## src/rtl/fifo_wr_arbiter.sv

```systemverilog
// Round-robin arbiter sharing one sync_fifo write port between N_REQ producers.
// A grant is held for up to MAX_BURST pushes, then priority rotates past the owner.
module fifo_wr_arbiter #(
    parameter int N_REQ     = 3,
    parameter int WIDTH     = 32,
    parameter int MAX_BURST = 4,
    parameter int W_REQ     = $clog2(N_REQ),
    parameter int W_BURST   = $clog2(MAX_BURST + 1)
) (
    input  logic                   clk,
    input  logic                   rst,
    input  logic [N_REQ-1:0]       req_valid,
    input  logic [N_REQ*WIDTH-1:0] req_data,
    output logic [N_REQ-1:0]       req_ready,
    output logic                   fifo_w_en,
    output logic [WIDTH-1:0]       fifo_w_data,
    input  logic                   fifo_full,
    output logic                   busy,
    output logic [W_REQ-1:0]       owner
);

    localparam logic [0:0] S_IDLE  = 1'b0;
    localparam logic [0:0] S_BURST = 1'b1;

    localparam logic [W_REQ-1:0]   LAST_IDX  = W_REQ'(N_REQ - 1);
    localparam logic [W_BURST-1:0] LAST_BEAT = W_BURST'(MAX_BURST - 1);

    logic [0:0]         state_q, state_d;
    logic [W_REQ-1:0]   owner_q, owner_d;
    logic [W_REQ-1:0]   rr_ptr_q, rr_ptr_d;
    logic [W_BURST-1:0] burst_cnt_q, burst_cnt_d;
    logic               busy_q;

    logic               push;
    logic               grant_any;
    logic [W_REQ-1:0]   grant_sel;
    logic [W_REQ-1:0]   owner_inc;
    logic [2*N_REQ-1:0] valid_dbl;
    logic [N_REQ-1:0]   valid_rot;
    logic [WIDTH-1:0]   words [N_REQ];

    for (genvar g = 0; g < N_REQ; g++) begin : g_slice
        assign words[g] = req_data[g*WIDTH +: WIDTH];
    end

    // Push is the only combinational path from req_valid/fifo_full to the outputs.
    assign push        = !rst && (state_q == S_BURST) && req_valid[owner_q] && !fifo_full;
    assign fifo_w_en   = push;
    assign req_ready   = push ? ({{(N_REQ-1){1'b0}}, 1'b1} << owner_q) : '0;
    assign fifo_w_data = words[owner_q];
    assign busy        = busy_q;
    assign owner       = owner_q;
    assign owner_inc   = (owner_q == LAST_IDX) ? '0 : owner_q + W_REQ'(1);

    // Rotate the request vector so bit 0 is rr_ptr, then take the lowest set bit.
    always_comb begin
        int sum;
        sum       = 0;
        grant_any = 1'b0;
        grant_sel = rr_ptr_q;
        valid_dbl = {req_valid, req_valid} >> rr_ptr_q;
        valid_rot = valid_dbl[N_REQ-1:0];
        for (int k = 0; k < N_REQ; k++) begin
            if (!grant_any && valid_rot[k]) begin
                grant_any = 1'b1;
                sum       = int'(rr_ptr_q) + k;
                if (sum >= N_REQ) sum = sum - N_REQ;
                grant_sel = W_REQ'(sum);
            end
        end
    end

    always_comb begin
        state_d     = state_q;
        owner_d     = owner_q;
        rr_ptr_d    = rr_ptr_q;
        burst_cnt_d = burst_cnt_q;
        case (state_q)
            S_IDLE: begin
                if (grant_any) begin
                    state_d     = S_BURST;
                    owner_d     = grant_sel;
                    burst_cnt_d = '0;
                end
            end
            S_BURST: begin
                if (!fifo_full) begin
                    if (!req_valid[owner_q]) begin
                        state_d  = S_IDLE;
                        rr_ptr_d = owner_inc;
                    end else begin
                        burst_cnt_d = burst_cnt_q + W_BURST'(1);
                        if (burst_cnt_q == LAST_BEAT) begin
                            state_d  = S_IDLE;
                            rr_ptr_d = owner_inc;
                        end
                    end
                end
            end
            default: state_d = S_IDLE;
        endcase
    end

    always_ff @(posedge clk) begin
        if (rst) begin
            state_q     <= S_IDLE;
            owner_q     <= '0;
            rr_ptr_q    <= '0;
            burst_cnt_q <= '0;
            busy_q      <= 1'b0;
        end else begin
            state_q     <= state_d;
            owner_q     <= owner_d;
            rr_ptr_q    <= rr_ptr_d;
            burst_cnt_q <= burst_cnt_d;
            busy_q      <= (state_d == S_BURST);
        end
    end

    // A push into a full FIFO would lose a word; the push term makes it unreachable.
    no_push_on_full: assert property (@(posedge clk) disable iff (rst) !(fifo_w_en && fifo_full))
        else $warning("fifo_wr_arbiter: push while fifo_full");

endmodule

```

## config.mk

```make
export PLATFORM = sky130hd
export DESIGN_NAME = fifo_wr_arbiter
export DESIGN_NICKNAME = d
export VERILOG_FILES = /design/src/rtl/fifo_wr_arbiter.sv
export SDC_FILE = /design/constraint.sdc
export NUM_CORES = 1
export LEC_CHECK = 0
export ABC_AREA = 1
export BUFFER_PORTS_ARGS = -buffer_cell sky130_fd_sc_hd__buf_2
export CORE_ASPECT_RATIO = 0.9
export CORE_MARGIN = 3
export CORE_UTILIZATION = 35
export CTS_CLUSTER_DIAMETER = 30
export CTS_CLUSTER_SIZE = 14
export DETAILED_ROUTE_END_ITERATION = 16
export HOLD_SLACK_MARGIN = 0.1
export PLACE_DENSITY = 0.8
export SLEW_MARGIN = 20
export SYNTH_ARGS = -nofsm -noshare
export SYNTH_HDL_FRONTEND = slang
export SYNTH_SLANG_ARGS = --single-unit
```

## constraint.sdc

```tcl
create_clock -name clk -period 1.83 [get_ports clk]
set_clock_uncertainty 0.05 [all_clocks]
set_input_delay 0.183 -clock clk [delete_from_list [all_inputs] [get_ports clk]]
set_output_delay 0.183 -clock clk [all_outputs]
set_load 0.01 [all_outputs]
```

==> results of run 1 <==
flip-flops by register name, summed over array words and instances (netlist names):
register,cells
busy,1
burst_cnt_q,3
rr_ptr_q,2
owner,2
cells by family after synthesis:
family / share of synthesized area
buffers and inverters: 0.108
adder cells (fa/ha/maj): 0.0371
AND/OR/NAND/NOR: 0.687
flip-flops: 0.119
AO/OA/AOI/OAI: 0.0491
layer usage:
layer | GRT usage | up-vias | share of wire | routed length (microns)
met5 | 0 | - | 0 | 0
met4 | 0.0681 | 0 | 0.023 | 127
met3 | 0.0620 | 16 | 0.099 | 545
met2 | 0.415 | 114 | 0.48 | 2640
met1 | 0.266 | 1016 | 0.40 | 2180
li1 | - | 1137 | - | -
worst max-delay path by stage:
stage | start | end | slack, ns | cells after the start
detailed placement | rr_ptr_q[0]$_SDFFE_PP0P_ | burst_cnt_q[0]$_SDFFE_PP0P_ | 0.35 | 8
global route | rst | req_ready[0] | 0.03 | 6
CTS | owner[0]$_SDFFE_PP0P_ | req_ready[2] | 0.10 | 5
floorplan | owner[0]$_SDFFE_PP0P_ | req_ready[0] | 0.41 | 5
global placement | owner[0]$_SDFFE_PP0P_ | req_ready[0] | 0.40 | 5
finish | rst | req_ready[2] | 0.14 | 6
timing repair:
| item | 4_1_cts | 5_1_grt |
|---|---|---|
| endpoints found under the hold margin | 2 | 0 |
| hold buffers | 1 | 0 |
| endpoints found under the setup margin | 0 | 2 |
| gates resized for setup | 0 | 1 |
power groups by stage:
stage | clock (mW) | sequential [mW] | combinational, mW
floorplan | 0 | 0.209 | 0.577
finish | 0.215 | 0.217 | 0.946
detailed placement | 0 | 0.218 | 0.946
global route | 0.231 | 0.218 | 1.07
global placement | 0 | 0.218 | 0.942
CTS | 0.225 | 0.215 | 0.951
worst register-to-register path: cells and delay by family (launching register included):
kind,cells,cell delay [ns]
AOI/OAI and AO/OA,1,0.14
and+or+nand+nor,6,0.63
buffers and inverters,1,0.09
DFF,1,0.51
cell type report:
cell class | instances | area [sq um] | share of cell area
flip-flops and latches | 8 | 161 | 0.0755
clock buffers | 3 | 41.3 | 0.0193
repair buffers | 149 | 771 | 0.360
multi-input cells | 213 | 1040 | 0.488
inverters | 17 | 66.3 | 0.0310
well taps | 44 | 55.1 | 0.0257
layout by cell type, fill, tap and decap left out:
master / n
o221ai_2: 1
nor2_2: 1
inv_1: 12
ha_1: 4
o21ai_1: 1
buf_4: 8
buf_2: 140
nand2_4: 1
dlygate4sd3_1: 1
o22ai_1: 1
or2_1: 1
dfxtp_2: 1
dfxtp_1: 7
nor2_1: 10
o21ai_0: 2
nand2_2: 3
nand2_1: 67
inv_4: 1
nand3_1: 111
nand3_2: 4
a21oi_1: 6
inv_2: 4
clkbuf_8: 3
==> results.sh, run 1 <==
export IMPL_tightest_slew_ns=0.350
export IMPL_rows=20
export IMPL_yosys_warnings=0
export IMPL_peakVddDrop_uv=500
export IMPL_drv_cap=0
export IMPL_whs_endpoint="burst_cnt_q[2]$_SDFFE_PP0P_"
export IMPL_status="complete, no violations"
export IMPL_cp_end_kind="output port"
export IMPL_critical_path_max_stage_delay_ns=0.52
export IMPL_fin_tns_setup_ns=0
export IMPL_postLayoutCoreUtil=0.606
export IMPL_clk_pin_slew_ns=0.04
export IMPL_min_path_cells=4
export IMPL_synth_nets=362
export IMPL_die_h_microns=64.9
export IMPL_crit_chain="dlygate4sd3_1 > buf_2 > inv_1 > nand3_2 > nor2_1 > buf_2"
export IMPL_worst_path_max_fanout=7
export IMPL_path_buf_inv=4
export IMPL_swShare=0.478
export IMPL_fmax_mhz=591
export IMPL_critPathKind="in2out"
export IMPL_dpl_cell_count=430
export IMPL_synth_seq_cells=8
export IMPL_vias_per_cell=5.26
export IMPL_areaGrowthSynthToFinish_pct=58.4
export IMPL_drc=0
export IMPL_setup_slack_ns=0.137
export IMPL_root_buffer="clkbuf_8"
export IMPL_finalCritPeriodShare=0.925
export IMPL_hold_start="fifo_full"
export IMPL_hold_path_class="in2reg"
export IMPL_antenna_found_initial=0
export IMPL_regToRegSetupSlack_ns=0.33
export IMPL_finalNonFillerCells=434
export IMPL_p_switching_mw=0.659
export IMPL_synth_most_common_cell="nand3_1"
export IMPL_dpl_worst_slack_ns=0.347
export IMPL_required_ns=1.60
export IMPL_io_buffers=140
export IMPL_cts_max_level=1
export IMPL_critPathMostFrequentCell="buf_2"
export IMPL_syn_area_sq_um=1350
export IMPL_dp_hpwl_mm=4.23
export IMPL_rsz0062_at_grt="false"
export IMPL_first_pass_iters=4
export IMPL_grt_max_degree=34
export IMPL_wl_per_cell_microns=12.7
export IMPL_final_layout_size_suffix_gt1_frac=0.428
export IMPL_die_area_sq_um=4640
export IMPL_slew_headroom=0.767
export IMPL_final_area_sq_um=2140
export IMPL_drv_slew=0
export IMPL_finish_net_count=498
export IMPL_post_cts_repair_setup_buffers=0
export IMPL_pwr_share_comb=0.686
export IMPL_core_area_sq_um=3530
export IMPL_p_per_area_nw_per_um2=644
export IMPL_avgSynthCellArea_sq_um=5.27
export IMPL_nFillCells=351
export IMPL_cp_arrival_ns=1.46
export IMPL_clock_sinks=8
export IMPL_start_util=0.383
export IMPL_wl_mm=5.49
export IMPL_netlist_top_cells_area="nand3_1, nand2_1, dfxtp_1"
export IMPL_synth_edf_count=0
export IMPL_die_w_microns=71.5
export IMPL_grt_ovfl_total=0
export IMPL_r2r_cells=8
export IMPL_clk_path_buf_depth=2
export IMPL_async_flop_share=0
export IMPL_gp_congestion=0.984
export IMPL_finalHoldViolations=0
export IMPL_netlist_top_cells_count="nand3_1, nand2_1, clkbuf_1"
export IMPL_yosys_area_top_type="nand3_1"
export IMPL_startpoint_type="input port"
export IMPL_cp_top_family="buffers and inverters"
export IMPL_synth_top_area_frac=0.411
export IMPL_timing_rr_start="rr_ptr_q[0]$_SDFFE_PP0P_"
export IMPL_place_area_sq_um=2090
export IMPL_ys_seq_area_frac=0.119
export IMPL_worstReg2RegEnd="burst_cnt_q[0]$_SDFFE_PP0P_"
export IMPL_grt_use_total=0.231
export IMPL_initialDrtViolationCount=155
export IMPL_antenna_cells=0
export IMPL_synth_cell_types=23
export IMPL_first_global_vias=2103
export IMPL_clkPwrFrac=0.156
export IMPL_dr_total_vias=2283
export IMPL_clk_latency_ns=0.23
export IMPL_min_period_ns=1.69
export IMPL_cts_tree="yes"
export IMPL_fin_total_pwr_mw=1.38
export IMPL_io_pins=141
export IMPL_leakagePower_nw=1.23
export IMPL_grt_pass1_wl_mm=9.06
export IMPL_power_internal_mw=0.719
export IMPL_syn_inst=256
export IMPL_p_seq_frac=0.157
export IMPL_numCtsBuffers=3
export IMPL_hold_ws_ns=0.283
export IMPL_setup_viol=0
export IMPL_crit_slowest_cell="dlygate4sd3_1"
export IMPL_synth_flop_cell="dfxtp_1"
export IMPL_ant_nets=0
Note: power is estimated with default switching activity, not from simulation.
==> run 2: changes to the inputs <==
--- a/config.mk
+++ b/config.mk
@@ -9,12 +9,12 @@
 export BUFFER_PORTS_ARGS = -buffer_cell sky130_fd_sc_hd__buf_2
 export CORE_ASPECT_RATIO = 0.9
 export CORE_MARGIN = 3
-export CORE_UTILIZATION = 35
+export CORE_UTILIZATION = 30
 export CTS_CLUSTER_DIAMETER = 30
-export CTS_CLUSTER_SIZE = 14
+export CTS_CLUSTER_SIZE = 24
 export DETAILED_ROUTE_END_ITERATION = 16
 export HOLD_SLACK_MARGIN = 0.1
-export PLACE_DENSITY = 0.8
+export PLACE_DENSITY = 0.7
 export SLEW_MARGIN = 20
 export SYNTH_ARGS = -nofsm -noshare
 export SYNTH_HDL_FRONTEND = slang
==> results.sh, run 2 (synthesis gave the netlist of run 1 again) <==
export IMPL_io_pins=141
export IMPL_fmax_mhz=596
export IMPL_cp_end_kind="output port"
export IMPL_status="complete, no violations"
export IMPL_required_ns=1.60
export IMPL_critPathKind="reg2out"
export IMPL_clk_pin_slew_ns=0.04
export IMPL_clk_path_buf_depth=2
export IMPL_mostFrequentLayoutCells="buf_2, nand3_1, nand2_1"
export IMPL_first_global_vias=2040
export IMPL_finalHoldViolations=0
export IMPL_grt_ovfl_total=0
export IMPL_drc=0
export IMPL_crit_chain="buf_4 > nand2_1 > o221ai_2 > nand3_2 > nor2_1 > buf_2"
export IMPL_antenna_found_initial=0
export IMPL_first_pass_iters=4
export IMPL_tightest_slew_ns=0.350
export IMPL_vias_per_cell=4.78
export IMPL_peakVddDrop_uv=519
export IMPL_rows=22
export IMPL_dp_hpwl_mm=4.30
export IMPL_largest_reg_flops=3
export IMPL_drv_cap=0
export IMPL_die_area_sq_um=5340
export IMPL_postLayoutCoreUtil=0.516
export IMPL_startpoint_type="register"
export IMPL_hold_path_class="in2reg"
export IMPL_final_layout_size_suffix_gt1_frac=0.439
export IMPL_grt_pass1_wl_mm=8.88
export IMPL_ant_nets=0
export IMPL_worst_path_max_fanout=8
export IMPL_root_buffer="clkbuf_8"
export IMPL_finalNonFillerCells=452
export IMPL_numCtsBuffers=3
export IMPL_holdBufCountCts=0
export IMPL_hold_ws_ns=0.102
export IMPL_dpl_cell_count=448
export IMPL_cts_tree="yes"
export IMPL_clock_sinks=8
export IMPL_antenna_cells=0
export IMPL_top_register="burst_cnt_q"
export IMPL_finish_net_count=500
export IMPL_leakagePower_nw=1.24
export IMPL_gp_congestion=0.878
export IMPL_setup_viol=0
export IMPL_wl_mm=5.36
export IMPL_grt_max_degree=33
export IMPL_cp_arrival_ns=1.44
export IMPL_clk_latency_ns=0.22
export IMPL_core_area_sq_um=4210
export IMPL_drv_slew=0
export IMPL_min_period_ns=1.68
export IMPL_io_buffers=140
export IMPL_die_w_microns=76.7
export IMPL_fin_tns_setup_ns=0
export IMPL_initialDrtViolationCount=61
export IMPL_critical_path_max_stage_delay_ns=0.36
export IMPL_dr_total_vias=2162
export IMPL_cts_max_level=1
export IMPL_p_per_area_nw_per_um2=641
export IMPL_areaGrowthSynthToFinish_pct=61.1
export IMPL_start_util=0.321
export IMPL_slew_headroom=0.766
export IMPL_die_h_microns=69.6
export IMPL_layout_commonest_cell="buf_2"
export IMPL_wl_per_cell_microns=11.9
export IMPL_rsz0062_at_grt="false"
export IMPL_grt_use_total=0.192
export IMPL_crit_slowest_cell="dfxtp_2"
export IMPL_finalCritPeriodShare=0.917
-- run 2: what timing repair did --
action | in CTS | in global routing
setup buffers | 0 | 1
resized for setup | 0 | 3
setup endpoints to repair | 0 | 4
-- run 2: final timing paths --
check	to	depth (start not counted)	slack [ns]	start
hold / removal	owner[0]$_SDFFE_PP0P_	2	0.10	rst
hold reg to reg	burst_cnt_q[0]$_SDFFE_PP0P_	1	0.41	burst_cnt_q[0]$_SDFFE_PP0P_
setup / recovery	req_ready[0]	6	0.15	owner[1]$_SDFFE_PP0P_
setup reg to reg	owner[1]$_SDFFE_PP0P_	9	0.33	rr_ptr_q[0]$_SDFFE_PP0P_
-- run 2: final cells by class --
| class | instances | area, sq um |
|---|---|---|
| fillers | 448 | 2040 |
| multi-input cells | 213 | 1050 |
| repair buffers | 151 | 783 |
| flip-flops and latches | 8 | 163 |
| well taps | 60 | 75.1 |
| inverters | 17 | 66.3 |
| clock buffers | 3 | 41.3 |
-- run 2: layer usage --
layer / GRT usage / up-vias / routed length (microns)
li1: - / 1139 / -
met1: 0.223 / 920 / 2210
met2: 0.356 / 99 / 2600
met3: 0.0468 / 4 / 514
met4: 0.0342 / 0 / 37
met5: 0 / - / 0
-- run 2: per-stage QoR --
stage / cell area (sq um) / setup slack (ns) / power, mW
2_1_floorplan: 1350 / 0.408 / 0.786
3_3_place_gp: 2120 / 0.354 / 1.18
3_5_place_dp: 2120 / 0.315 / 1.19
4_1_cts: 2160 / 0.0632 / 1.40
5_1_grt: 2170 / 0.00146 / 1.54
6_report: 2170 / 0.152 / 1.39
-- run 2: critical path, delay by kind of cell (launching register included) --
kind | cells | cell delay [ns]
flops | 1 | 0.36
buf+inv | 2 | 0.31
compound gates | 1 | 0.20
simple gates | 3 | 0.36
-- run 2: power by group --
group	total [mW]	switching, mW	internal, mW
clock	0.206	0.0638	0.142
combinational	0.969	0.567	0.402
sequential	0.219	0.0266	0.192
==> run 3: changes to the inputs <==
--- a/config.mk
+++ b/config.mk
@@ -5,16 +5,14 @@
 export SDC_FILE = /design/constraint.sdc
 export NUM_CORES = 1
 export LEC_CHECK = 0
-export ABC_AREA = 1
-export BUFFER_PORTS_ARGS = -buffer_cell sky130_fd_sc_hd__buf_2
 export CORE_ASPECT_RATIO = 0.9
 export CORE_MARGIN = 3
 export CORE_UTILIZATION = 30
 export CTS_CLUSTER_DIAMETER = 30
 export CTS_CLUSTER_SIZE = 24
 export DETAILED_ROUTE_END_ITERATION = 16
+export DONT_BUFFER_PORTS = 1
 export HOLD_SLACK_MARGIN = 0.1
-export PLACE_DENSITY = 0.7
 export SLEW_MARGIN = 20
 export SYNTH_ARGS = -nofsm -noshare
 export SYNTH_HDL_FRONTEND = slang
==> results.sh, run 3 <==
export IMPL_status="complete, no violations"
export IMPL_finalCritPeriodShare=0.954
export IMPL_syn_inst=210
export IMPL_grt_max_degree=36
export IMPL_grt_use_total=0.129
export IMPL_dp_hpwl_mm=3.40
export IMPL_async_flop_share=0
export IMPL_first_pass_iters=4
export IMPL_rsz0062_at_grt="false"
export IMPL_min_period_ns=1.75
export IMPL_yosys_warnings=0
export IMPL_start_util=0.319
export IMPL_cp_end_kind="output port"
export IMPL_cp_arrival_ns=1.51
export IMPL_clock_sinks=8
export IMPL_hold_path_class="in2reg"
export IMPL_slew_headroom=0.678
export IMPL_post_cts_repair_setup_buffers=0
export IMPL_netlist_top_cells_area="mux2i_1, o21ai_0, dfxtp_1"
export IMPL_synth_seq_cells=8
export IMPL_ys_seq_area_frac=0.110
export IMPL_drv_cap=0
export IMPL_leakagePower_nw=0.527
export IMPL_synthMuxAreaShare=0.254
export IMPL_synth_compound_area_share=0.271
export IMPL_nFillCells=476
export IMPL_grt_pass1_wl_mm=6.13
export IMPL_required_ns=1.60
export IMPL_netlist_top_cells_count="o21ai_0, nand2_1, mux2i_1"
export IMPL_avgSynthCellArea_sq_um=6.96
export IMPL_fmax_mhz=573
export IMPL_synthAdderAreaFrac=0.0342
export IMPL_synth_top_family_by_area="compound AO/OA/AOI/OAI gates"
export IMPL_antenna_found_initial=0
export IMPL_startpoint_type="register"
export IMPL_r2r_cells=7
export IMPL_die_w_microns=79.6
export IMPL_syn_area_sq_um=1460
export IMPL_wl_mm=4.37
export IMPL_die_area_sq_um=5750
export IMPL_setup_viol=0
export IMPL_min_path_cells=2
export IMPL_layout_commonest_cell="o21ai_0"
export IMPL_hold_ws_ns=0.105
export IMPL_root_buffer="clkbuf_8"
export IMPL_cts_max_level=1
export IMPL_clk_latency_ns=0.23
export IMPL_antenna_cells=0
export IMPL_synth_most_common_cell="o21ai_0"
export IMPL_synthXorXnorAreaFrac=0
export IMPL_numCtsBuffers=3
export IMPL_synth_cell_types=45
export IMPL_clk_pin_slew_ns=0.04
export IMPL_core_area_sq_um=4580
export IMPL_ant_nets=0
export IMPL_vias_per_cell=5.80
export IMPL_p_per_area_nw_per_um2=504
export IMPL_die_h_microns=72.2
export IMPL_peakVddDrop_uv=320
export IMPL_cts_tree="yes"
export IMPL_first_global_vias=1343
export IMPL_synth_edf_count=0
export IMPL_wl_per_cell_microns=16.2
export IMPL_fin_tns_setup_ns=0
export IMPL_synth_top_area_frac=0.247
export IMPL_tightest_slew_ns=0.471
export IMPL_top_register="burst_cnt_q"
export IMPL_grt_ovfl_total=0
export IMPL_mostFrequentLayoutCells="o21ai_0, nand2_1, mux2i_1"
export IMPL_final_layout_size_suffix_gt1_frac=0.149
export IMPL_areaGrowthSynthToFinish_pct=12.3
export IMPL_io_buffers=0
export IMPL_worst_path_max_fanout=6
export IMPL_critPathKind="reg2out"
export IMPL_clk_path_buf_depth=2
export IMPL_rows=23
export IMPL_gp_congestion=0.812
export IMPL_drc=0
export IMPL_initialDrtViolationCount=58
export IMPL_synth_flop_cell="dfxtp_1"
export IMPL_yosys_area_top_type="mux2i_1"
export IMPL_io_pins=141
export IMPL_finalHoldViolations=0
export IMPL_dr_total_vias=1567
export IMPL_synth_nets=316
export IMPL_yosys_area_share_simple=0.245
export IMPL_largest_reg_flops=3
export IMPL_finish_net_count=316
export IMPL_drv_slew=0
==> run 3: cell types whose count changed in the layout (fill, tap and decap cells not counted), sizes merged, moves of 3 or more <==
| cell | before | now |
|---|---|---|
| nor2 | 11 | 6 |
| mux2i | 0 | 36 |
| nor3 | 0 | 6 |
| nand3b | 0 | 4 |
| inv | 17 | 7 |
| o32ai | 0 | 3 |
| o21ai | 3 | 41 |
| nand2b | 0 | 5 |
| buf | 151 | 14 |
| nand2 | 71 | 37 |
| nand3 | 115 | 1 |
==> run 3: layout make-up <==
cell class / instances / area, sq um / share of cell area
Timing Repair Buffer: 15 / 140 / 0.0854
Inverter: 7 / 26.3 / 0.0160
Sequential cell: 8 / 164 / 0.0998
Tap cell: 62 / 77.6 / 0.0473
Multi-Input combinational cell: 175 / 1190 / 0.726
Clock buffer: 3 / 41.3 / 0.0252
==> run 3: cells by family after synthesis <==
kind of cell / after synthesis
AO/OA/AOI/OAI: 63
adder cells (fa/ha/maj): 4
buffers and inverters: 27
flip-flops: 8
multiplexers: 37
AND/OR/NAND/NOR: 71
==> run 3: power by group <==
part	switching [mW]	internal, mW	leakage, nW	total (mW)
Combinational	0.252	0.166	0.440	0.418
Clock	0.0704	0.143	0.0216	0.213
Sequential	0.0113	0.186	0.0663	0.197
==> run 3: repair_timing <==
item | 4_1_cts | 5_1_grt
resized for setup | 0 | 4
endpoints found under the setup margin | 0 | 4
hold endpoints to repair | 8 | 0
hold buffers | 1 | 0
==> run 3: routing by layer <==
metal  vias up  part of all wire  track usage
met5         -                 0            0
met4         0                 0       0.0210
met3         0             0.075       0.0248
met2        89              0.50        0.229
met1       723              0.42        0.165
li1        755                 -            -
==> run 3: worst paths after layout <==
check                              start                     endpoint  slack [ns]
max                owner[1]$_SDFFE_PP0P_                 req_ready[0]        0.08
min                         req_valid[2]              busy$_SDFF_PP0_        0.11
max reg2reg     rr_ptr_q[0]$_SDFFE_PP0P_        owner[0]$_SDFFE_PP0P_        0.17
min reg2reg  burst_cnt_q[2]$_SDFFE_PP0P_  burst_cnt_q[2]$_SDFFE_PP0P_        0.41
==> run 3: through the flow <==
step	worst slack [ns]	total power [mW]	cell area, sq um	util	cells
CTS	0.0364	0.831	1630	0.355	270
finish	0.0839	0.827	1640	0.359	270
detailed placement	0.114	0.608	1580	0.344	266
global route	0.00424	0.886	1640	0.359	270
floorplan	0.0388	0.535	1470	-	210
global placement	0.148	0.607	1580	0.344	266
==> run 3: worst max-delay path, cell delays in order (launching register included) <==
cell	delay [ns]
dfxtp_1	0.31
buf_4	0.16
a2bb2oi_2	0.17
nand2b_4	0.17
or2_4	0.26
nor3_2	0.20
